[src/rtl/stage_pkg.sv]
// Shared types and constants for the stage scroller slice.
package stage_pkg;

    typedef enum logic [2:0] {
        INIT,
        WAIT,
        LOAD,
        IDLE,
        JUDGE,
        SCROLL,
        REQ,
        OVER
    } state_t;

    localparam int unsigned HOME_X_DEF = 60;

    localparam logic [1:0] BLACK = 2'd0;
    localparam logic [1:0] BLUE  = 2'd1;
    localparam logic [1:0] RED   = 2'd2;
    localparam logic [1:0] GREEN = 2'd3;

endpackage

[src/rtl/stage_hit.sv]
// Half-open range test: hit when x <= px < x+w, evaluated at 11 bits so x+w never wraps.
module stage_hit
    import stage_pkg::*;
(
    input  logic [9:0] x,
    input  logic [9:0] w,
    input  logic [9:0] px,
    output logic       hit
);

    logic [10:0] x_e;
    logic [10:0] end_e;
    logic [10:0] px_e;

    // range compare
    always_comb begin
        x_e   = {1'b0, x};
        end_e = {1'b0, x} + {1'b0, w};
        px_e  = {1'b0, px};
        hit   = (px_e >= x_e) && (px_e < end_e);
    end

endmodule

[src/rtl/stage_scroller.sv]
// Holds the home/target stages, judges landings, scrolls the target back to HOME_X
// and requests a fresh pair from the stage generator.
module stage_scroller
    import stage_pkg::*;
#(
    parameter int unsigned HOME_X  = HOME_X_DEF,
    parameter int unsigned STEP    = 4,
    parameter int unsigned GEN_LAT = 2,
    parameter int unsigned SCORE_W = 8
) (
    input  logic               clk,
    input  logic               rst,
    input  logic               frame_tick,
    input  logic [9:0]         stage_x_in [0:1],
    input  logic [9:0]         stage_w_in [0:1],
    input  logic [1:0]         stage_c_in [0:1],
    input  logic               land_valid,
    input  logic [9:0]         land_x,
    output logic               land_ready,
    output logic               gen_enable,
    output logic [9:0]         disp_x [0:1],
    output logic [9:0]         disp_w [0:1],
    output logic [1:0]         disp_c [0:1],
    output logic [SCORE_W-1:0] score,
    output logic               game_over
);

    localparam logic [9:0] HOME_V    = 10'(HOME_X);
    localparam logic [9:0] STEP_V    = 10'(STEP);
    // The pulse cycle itself counts toward the generator latency, so WAIT lasts GEN_LAT-1 cycles.
    localparam logic [7:0] WAIT_LAST = 8'(GEN_LAT - 2);

    state_t     state, state_nx;
    logic [9:0] remain;
    logic [9:0] land_q;
    logic [7:0] wcnt;
    logic [9:0] step_d;
    logic [9:0] home_def;
    logic       hit_home, hit_tgt;

    stage_hit u_hit_home (.x(disp_x[0]), .w(disp_w[0]), .px(land_q), .hit(hit_home));
    stage_hit u_hit_tgt  (.x(disp_x[1]), .w(disp_w[1]), .px(land_q), .hit(hit_tgt));

    // state register
    always_ff @(posedge clk or negedge rst) begin
        if (!rst) state <= INIT;
        else      state <= state_nx;
    end

    // next-state and Moore outputs
    always_comb begin
        state_nx   = state;
        land_ready = 1'b0;
        gen_enable = 1'b0;
        case (state)
            INIT:   begin
                        gen_enable = rst;
                        state_nx   = WAIT;
                    end
            REQ:    begin
                        gen_enable = rst;
                        state_nx   = WAIT;
                    end
            WAIT:   if (wcnt == WAIT_LAST) state_nx = LOAD;
            LOAD:   state_nx = IDLE;
            IDLE:   begin
                        land_ready = 1'b1;
                        if (land_valid) state_nx = JUDGE;
                    end
            JUDGE:  begin
                        if (hit_tgt)       state_nx = SCROLL;
                        else if (hit_home) state_nx = IDLE;
                        else               state_nx = OVER;
                    end
            SCROLL: if (remain == '0) state_nx = REQ;
            OVER:   state_nx = OVER;
            default: state_nx = INIT;
        endcase
    end

    // per-frame scroll distance and how far it overruns the home stage's left edge
    always_comb begin
        step_d   = (remain < STEP_V) ? remain : STEP_V;
        home_def = step_d - disp_x[0];
    end

    // stage registers, scroll datapath, score and game-over flag
    always_ff @(posedge clk or negedge rst) begin
        if (!rst) begin
            disp_x[0] <= '0;
            disp_x[1] <= '0;
            disp_w[0] <= '0;
            disp_w[1] <= '0;
            disp_c[0] <= '0;
            disp_c[1] <= '0;
            score     <= '0;
            remain    <= '0;
            land_q    <= '0;
            wcnt      <= '0;
            game_over <= 1'b0;
        end else begin
            wcnt <= (state == WAIT) ? wcnt + 8'd1 : '0;
            case (state)
                LOAD: begin
                    disp_x[0] <= stage_x_in[0];
                    disp_x[1] <= stage_x_in[1];
                    disp_w[0] <= stage_w_in[0];
                    disp_w[1] <= stage_w_in[1];
                    disp_c[0] <= stage_c_in[0];
                    disp_c[1] <= stage_c_in[1];
                end
                IDLE: if (land_valid) land_q <= land_x;
                JUDGE: begin
                    if (hit_tgt) begin
                        if (score != '1) score <= score + 1'b1;
                        remain <= (disp_x[1] > HOME_V) ? disp_x[1] - HOME_V : '0;
                    end else if (!hit_home) begin
                        game_over <= 1'b1;
                    end
                end
                SCROLL: if (frame_tick && remain != '0) begin
                    disp_x[1] <= disp_x[1] - step_d;
                    remain    <= remain - step_d;
                    if (disp_x[0] >= step_d) begin
                        disp_x[0] <= disp_x[0] - step_d;
                    end else begin
                        disp_x[0] <= '0;
                        disp_w[0] <= (disp_w[0] > home_def) ? disp_w[0] - home_def : '0;
                    end
                end
                default: ;
            endcase
        end
    end

endmodule

[config.mk]
export PLATFORM = sky130hd
export DESIGN_NAME = stage_scroller
export DESIGN_NICKNAME = d
export VERILOG_FILES = /design/src/rtl/stage_pkg.sv /design/src/rtl/stage_hit.sv /design/src/rtl/stage_scroller.sv
export SDC_FILE = /design/constraint.sdc
export NUM_CORES = 1
export LEC_CHECK = 0
export BUFFER_PORTS_ARGS = -buffer_cell sky130_fd_sc_hd__buf_4
export CORE_AREA = 2 2 120 122
export CTS_BUF_LIST = sky130_fd_sc_hd__clkbuf_4
export DETAILED_ROUTE_END_ITERATION = 8
export DIE_AREA = 0 0 122 124
export PLACE_DENSITY = 0.83
export SLEW_MARGIN = 25
export SYNTH_ARGS = -nofsm -noshare
export SYNTH_HDL_FRONTEND = slang
export SYNTH_SLANG_ARGS = --single-unit
[constraint.sdc]
create_clock -name clk -period 4.05 [get_ports clk]
set_clock_uncertainty 0.2 [all_clocks]
set_input_delay 0.81 -clock clk [delete_from_list [all_inputs] [get_ports clk]]
set_output_delay 0.81 -clock clk [all_outputs]
set_load 0.03 [all_outputs]
== Yosys cells after proc, flatten, opt, wreduce, memory -nomap -nowiden ==
Index checks and enable logic that the tools add are counted.
Operators by class
  $add $sub $neg: 10
  magnitude comparators: 8
  equal/unequal tests: 14
  mux-type cells: 21
  bitwise gates (word level): 2
  reductions and logical operators: 17
Operators with widths (count)
  $mux 10: 8
  $sub 10x10->10: 5
  $pmux 10 s2: 2
  $pmux 20 s2: 1
  $ge 10x10->1: 3
  $add 10x10->11: 2
  $lt 10x11->1: 2
  $pmux 3 s7: 1
  $mux 20: 1
  $add 8x1->8 const B: 2
  $mux 3: 5
  $reduce_and 3->1: 5
  $eq 3x3->1 const B: 4
  $ne 2x2->1 const B: 6
  $gt 10x10->1: 1
  $gt 10x6->1 const B: 1
  $logic_not 10->1: 1
  $lt 10x3->1 const B: 1
  $reduce_bool 10->1: 1
  $sub 10x6->10 const B: 1
  $logic_not 8->1: 1
  $mux 8: 1
  $ne 8x8->1 const B: 1
  $eq 3x2->1 const B: 2
  other kinds (8): 14
Storage, ports and cells
  flip-flop bits (word level): 84
  input bits: 58
  output and inout port bits: 55
  word-level logic and storage cells: 84

== Longest topological paths before layout ==
  word-level depth: 8
  gate-level depth with buffers: 21
  mapped depth without buffers: 21

== Modules after synthesis ==
From an unflattened synthesis, not the netlist that was laid out.
Second synthesis, totals
  cells, all modules: 824
  area, all modules: 7475.9 um2
By module, submodules not included
  stage_scroller: instances 1, cells an instance 620, area an instance 5800.6 um2, sequential area each 2102.0 um2
  stage_hit (u_hit_tgt): instances 1, cells an instance 102, area an instance 838.3 um2, sequential area each 0.0 um2
  stage_hit (u_hit_home): instances 1, cells an instance 102, area an instance 837.1 um2, sequential area each 0.0 um2

== Least setup slack after synthesis ==
OpenSTA, ideal clock, no wires.
  path kind: reg-to-reg
  from: register remain[7]
  to: register disp_w[19] (netlist name)
  arrival time: 4.110 ns
  data required time: 3.725 ns
  slack: -0.385 ns
  cell stages (with the launch flop): 21
  buffers on the path: 0
  clock period less this slack: 4.435 ns
  cells stage by stage: dfrtp_1 nor4_4 nand3_4 inv_1 nand2_1 inv_1 ha_1 nor2b_1 o21ai_0 a21boi_0 o21ai_0 nand2b_1 xnor2_1 ha_1 o21a_1 o21ai_0 a221oi_1 o21a_1 or3_1 a32o_1 mux2_4
Between the ends
  word-level cells in the longest chain between the ends: 8
  elaborated cells on any way between the ends: 15
  those cells by class: add/sub (2); order compare (3); eq/ne (2); mux (5); reduce/logical (3)
Ends and longest elaborated chain
  from (decl): RTL line stage_scroller.sv:34  | logic [9:0] remain;
  from (signal assigned): RTL line stage_scroller.sv:116  | remain <= (disp_x[1] > HOME_V) ? disp_x[1] - HOME_V : '0;
  from (signal assigned): RTL line stage_scroller.sv:123  | remain <= remain - step_d;
  $lt 10x3->1: RTL line stage_scroller.sv:83  | step_d = (remain < STEP_V) ? remain : STEP_V;
  $mux 10: RTL line stage_scroller.sv:83
  $sub 10x10->10: RTL line stage_scroller.sv:84  | home_def = step_d - disp_x[0];
  $sub 10x10->10 / $gt 10x10->1 (equally long branches): RTL line stage_scroller.sv:128  | disp_w[0] <= (disp_w[0] > home_def) ? disp_w[0] - home_def : '0;
  $mux 10: RTL line stage_scroller.sv:128
  $mux 10: RTL line stage_scroller.sv:124  | if (disp_x[0] >= step_d) begin
  $mux 10: RTL line stage_scroller.sv:121  | SCROLL: if (frame_tick && remain != '0) begin
  $pmux 10 s2: RTL line stage_scroller.sv:103  | case (state)
  to (decl): RTL line stage_scroller.sv:22  | output logic [9:0] disp_w [0:1],
Several ways; a longest one is shown, not always the timed one. The select of a mux whose other input is x is not followed.
A chain may end at the register's enable or synchronous reset.

== Worst setup path in the final report ==
  from: register remain[5]
  to: register disp_w[19] (netlist name)
Same word-level chain as after synthesis.

==> results.txt <==
outcome - finished, violations left
DRC Markers - 0
EDFF count, synth - 0
Synth-to-Final Area Change - 26.10%
YS warnings - 0
Final setup viols - 10
Post-Synthesis Cells - 789
1st-iter DRT viols - 419
violations in the final reports - negative setup slack
Cell Area, Synth - 7338 µm²
share of layout cells above drive strength 1 - 28.37%
first-pass GRT wire length - 32550 µm
fin. max-slew vios - 0
crit-path max FO - 4
final period utilization - 104.9%
DRT Wirelength - 20710 µm
most area-consuming cells after synthesis - dfrtp_1 (29%), ha_1 (18%), mux2_2 (4.5%), xor2_1 (3.2%), xnor2_1 (3.1%)
Tmin final - 4.249 ns
Placeable Area - 13720 µm²
Hold Buf Count CTS - 0
DRT Pass-1 Iters - 6
# IOs - 113
final setup margin - -0.1990 ns
most frequent CP cell - buf_4
Wirelength per Cell - 17.75 µm
Final Util - 67.45%
P_leak - 0.004415 µW
Clock Path Buffers - 2
Worst-Margin Slew - 0.6971 ns
chip height - 124 µm
sequential fraction of the synthesis area - 28.64%
GRT overflow - 0
post-synthesis cell type count - 69
largest net degree at the start of global routing - 47
#FFs+latches synth - 84
clk slew on worst S/H paths - 0.16 ns
crit-path cells - nor4_4 -> nand3_4 -> inv_4 -> nand2_2 -> ha_4 -> inv_2 -> fa_2 -> and3_4 -> a211oi_2 -> buf_4 -> xor2_1 -> ha_1 -> nor4_2 -> buf_4 -> a221oi_1 -> o21a_1 -> or3_1 -> a32o_1 -> mux2_4
tightest hold margin - 0.2297 ns
PortBufs - 112
Root Driver - clkbuf_4
RSZ-0062 raised after global routing - true
initial core utilization - 53.49%
Final #Nets - 1149
Total Neg Setup Slack - -1.492 ns
Synth Area per Inst - 9.301 µm²
die span in x - 122 µm
ant diodes - 0
vias per cell - 5.823
CTS tree - built
Worst EP required - 4.26 ns
CP peak stage delay - 0.45 ns
CP Class - register to register
Synth Flop Type - dfrtp_1
Slew HR - 53.42%
area leader, netlist - dfrtp_1
cts bufs inserted - 9
VDD IR max - 538.7 µV
total clock sinks - 84
vias in the first global route - 6590
Setup crit start kind - register
Total GRT Usage - 27.83%
Via Count - 6795
top cell type's share of synthesized area - 28.64%
RD Place Congestion - 0.9846
ANT nets after route - 0
fin area - 9254 µm²
Hold Violations, Final - 0
clk_lat worst skew - 0.51 ns
die area - 15130 µm²
initial antenna violation count - 0
Max Clk Rate - 0.2353 GHz
Hold WC Path Type - input port to async pin
placed instance area - 8872 µm²
max-cap violation count - 0
Final Power - 9413 µW
Arr. time, crit path - 4.46 ns
num rows - 43
CTS H-tree depth - 3
Setup crit end kind - register
Post-DP HPWL - 15720 µm
Async S/R FF share, synth - 100.0%
Power Density - 1017 nW/µm²
CP max stage cell - dfrtp_1
[cell usage in the layout (no fill, tap or decap), types with 5 or more instances in the layout]
cell,n
a211oi_1,7
a21o_1,12
a21oi_1,43
a22o_1,5
a31oi_1,7
a32o_1,5
and3_1,7
buf_4,180
clkbuf_4,9
conb_1,21
dfrtp_1,84
fa_1,5
ha_1,97
inv_1,45
mux2_2,29
mux2_4,8
mux2i_1,7
nand2_1,52
nand2b_1,19
nand3_1,38
nand4_1,11
nor2_1,35
nor2b_1,14
nor3_1,19
o211ai_1,15
o21a_1,11
o21ai_0,37
o21ai_1,5
xnor2_1,26
xor2_1,27
[cell families (layout without fill, tap and decap cells)]
group	Yosys count	after routing	share of synthesized area (%)
adder cells (fa/ha/maj)	109	109	19.20
multiplexers	44	44	7.042
AO/OA/AOI/OAI	198	198	18.28
other	2	21	0.1023
XOR/XNOR	53	53	6.326
flip-flops	84	84	28.64
AND/OR/NAND/NOR	231	231	16.57
buffers and inverters	68	247	3.836
[cell usage after synthesis (all sizes together) (11+ instances only)]
library cell / number
dfrtp: 84
mux2: 37
o21a: 11
xnor2: 26
nor2b: 16
inv: 48
nand2: 54
ha: 103
nor2: 38
nand3: 40
o211ai: 16
clkbuf: 13
nand4: 11
a21oi: 44
nand2b: 19
a211oi: 11
o21ai: 43
nor3: 21
xor2: 27
a21o: 12
[where the power goes]
part	switching, µW	internal (µW)
registers	517	1180
logic	3850	3320
clock network	346	191
total	4720	4690
[final cells by class]
type | instances | area [µm²]
clock buffers | 9 | 67.56
repair buffers | 183 | 1394
flip-flops and latches | 84 | 2102
fillers | 1106 | 4466
multi-input cells | 656 | 5204
well taps | 180 | 225.2
inverters | 48 | 185.2
clock inverters | 7 | 76.32
[through the flow]
stage	setup slack (ns)	std cells
after global routing	-0.3730	1167
after detailed placement	-0.1227	1139
final	-0.1990	1167
after global placement	-0.06283	1139
after CTS	-0.1722	1162
after floorplan	-0.08647	808
[registers in the layout (all words and copies together) (netlist names)]
name,flops
disp_c,4
disp_w,20
disp_x,20
game_over,1
land_q,10
remain,10
score,8
state,3
wcnt,8
[path summary, 6_finish.rpt]
path	end	slack, ns	from	cells past startpoint
min reg2reg	score[4]$_DFFE_PN0P_	0.30	score[4]$_DFFE_PN0P_	1
max reg2reg	disp_w[19]$_DFFE_PN0P_	-0.20	remain[5]$_DFFE_PN0P_	19
min	disp_w[1]$_DFFE_PN0P_	0.23	rst	2
min in group clk	score[4]$_DFFE_PN0P_	0.30	score[4]$_DFFE_PN0P_	1
max in group asynchronous	disp_w[15]$_DFFE_PN0P_	2.40	rst	3
max	disp_w[19]$_DFFE_PN0P_	-0.20	remain[5]$_DFFE_PN0P_	19
[per-layer routing]
layer | share of wire, % | global-route usage [%]
met3 | 4.7 | 3.709
met5 | 0 | 0
met4 | 3.6 | 12.72
met2 | 50 | 49.16
met1 | 41 | 33.80
[what timing repair did]
| item | 4_1_cts | 5_1_grt |
|---|---|---|
| resized for setup | 13 | 19 |
| buffers inserted | 7 | 5 |
| setup endpoints to repair | 10 | 26 |
| pin swaps | 18 | 20 |
[worst max-delay path, delay by kind of cell, from the launching register on]
family,cells,cell delay [ns]
simple gates,6,1.41
compound gates,4,0.56
fa+ha+maj,3,0.66
mux,1,0.25
flops,1,0.45
xor+xnor,1,0.14
buf+inv,4,0.48
Power figures use the tool's default switching activity.
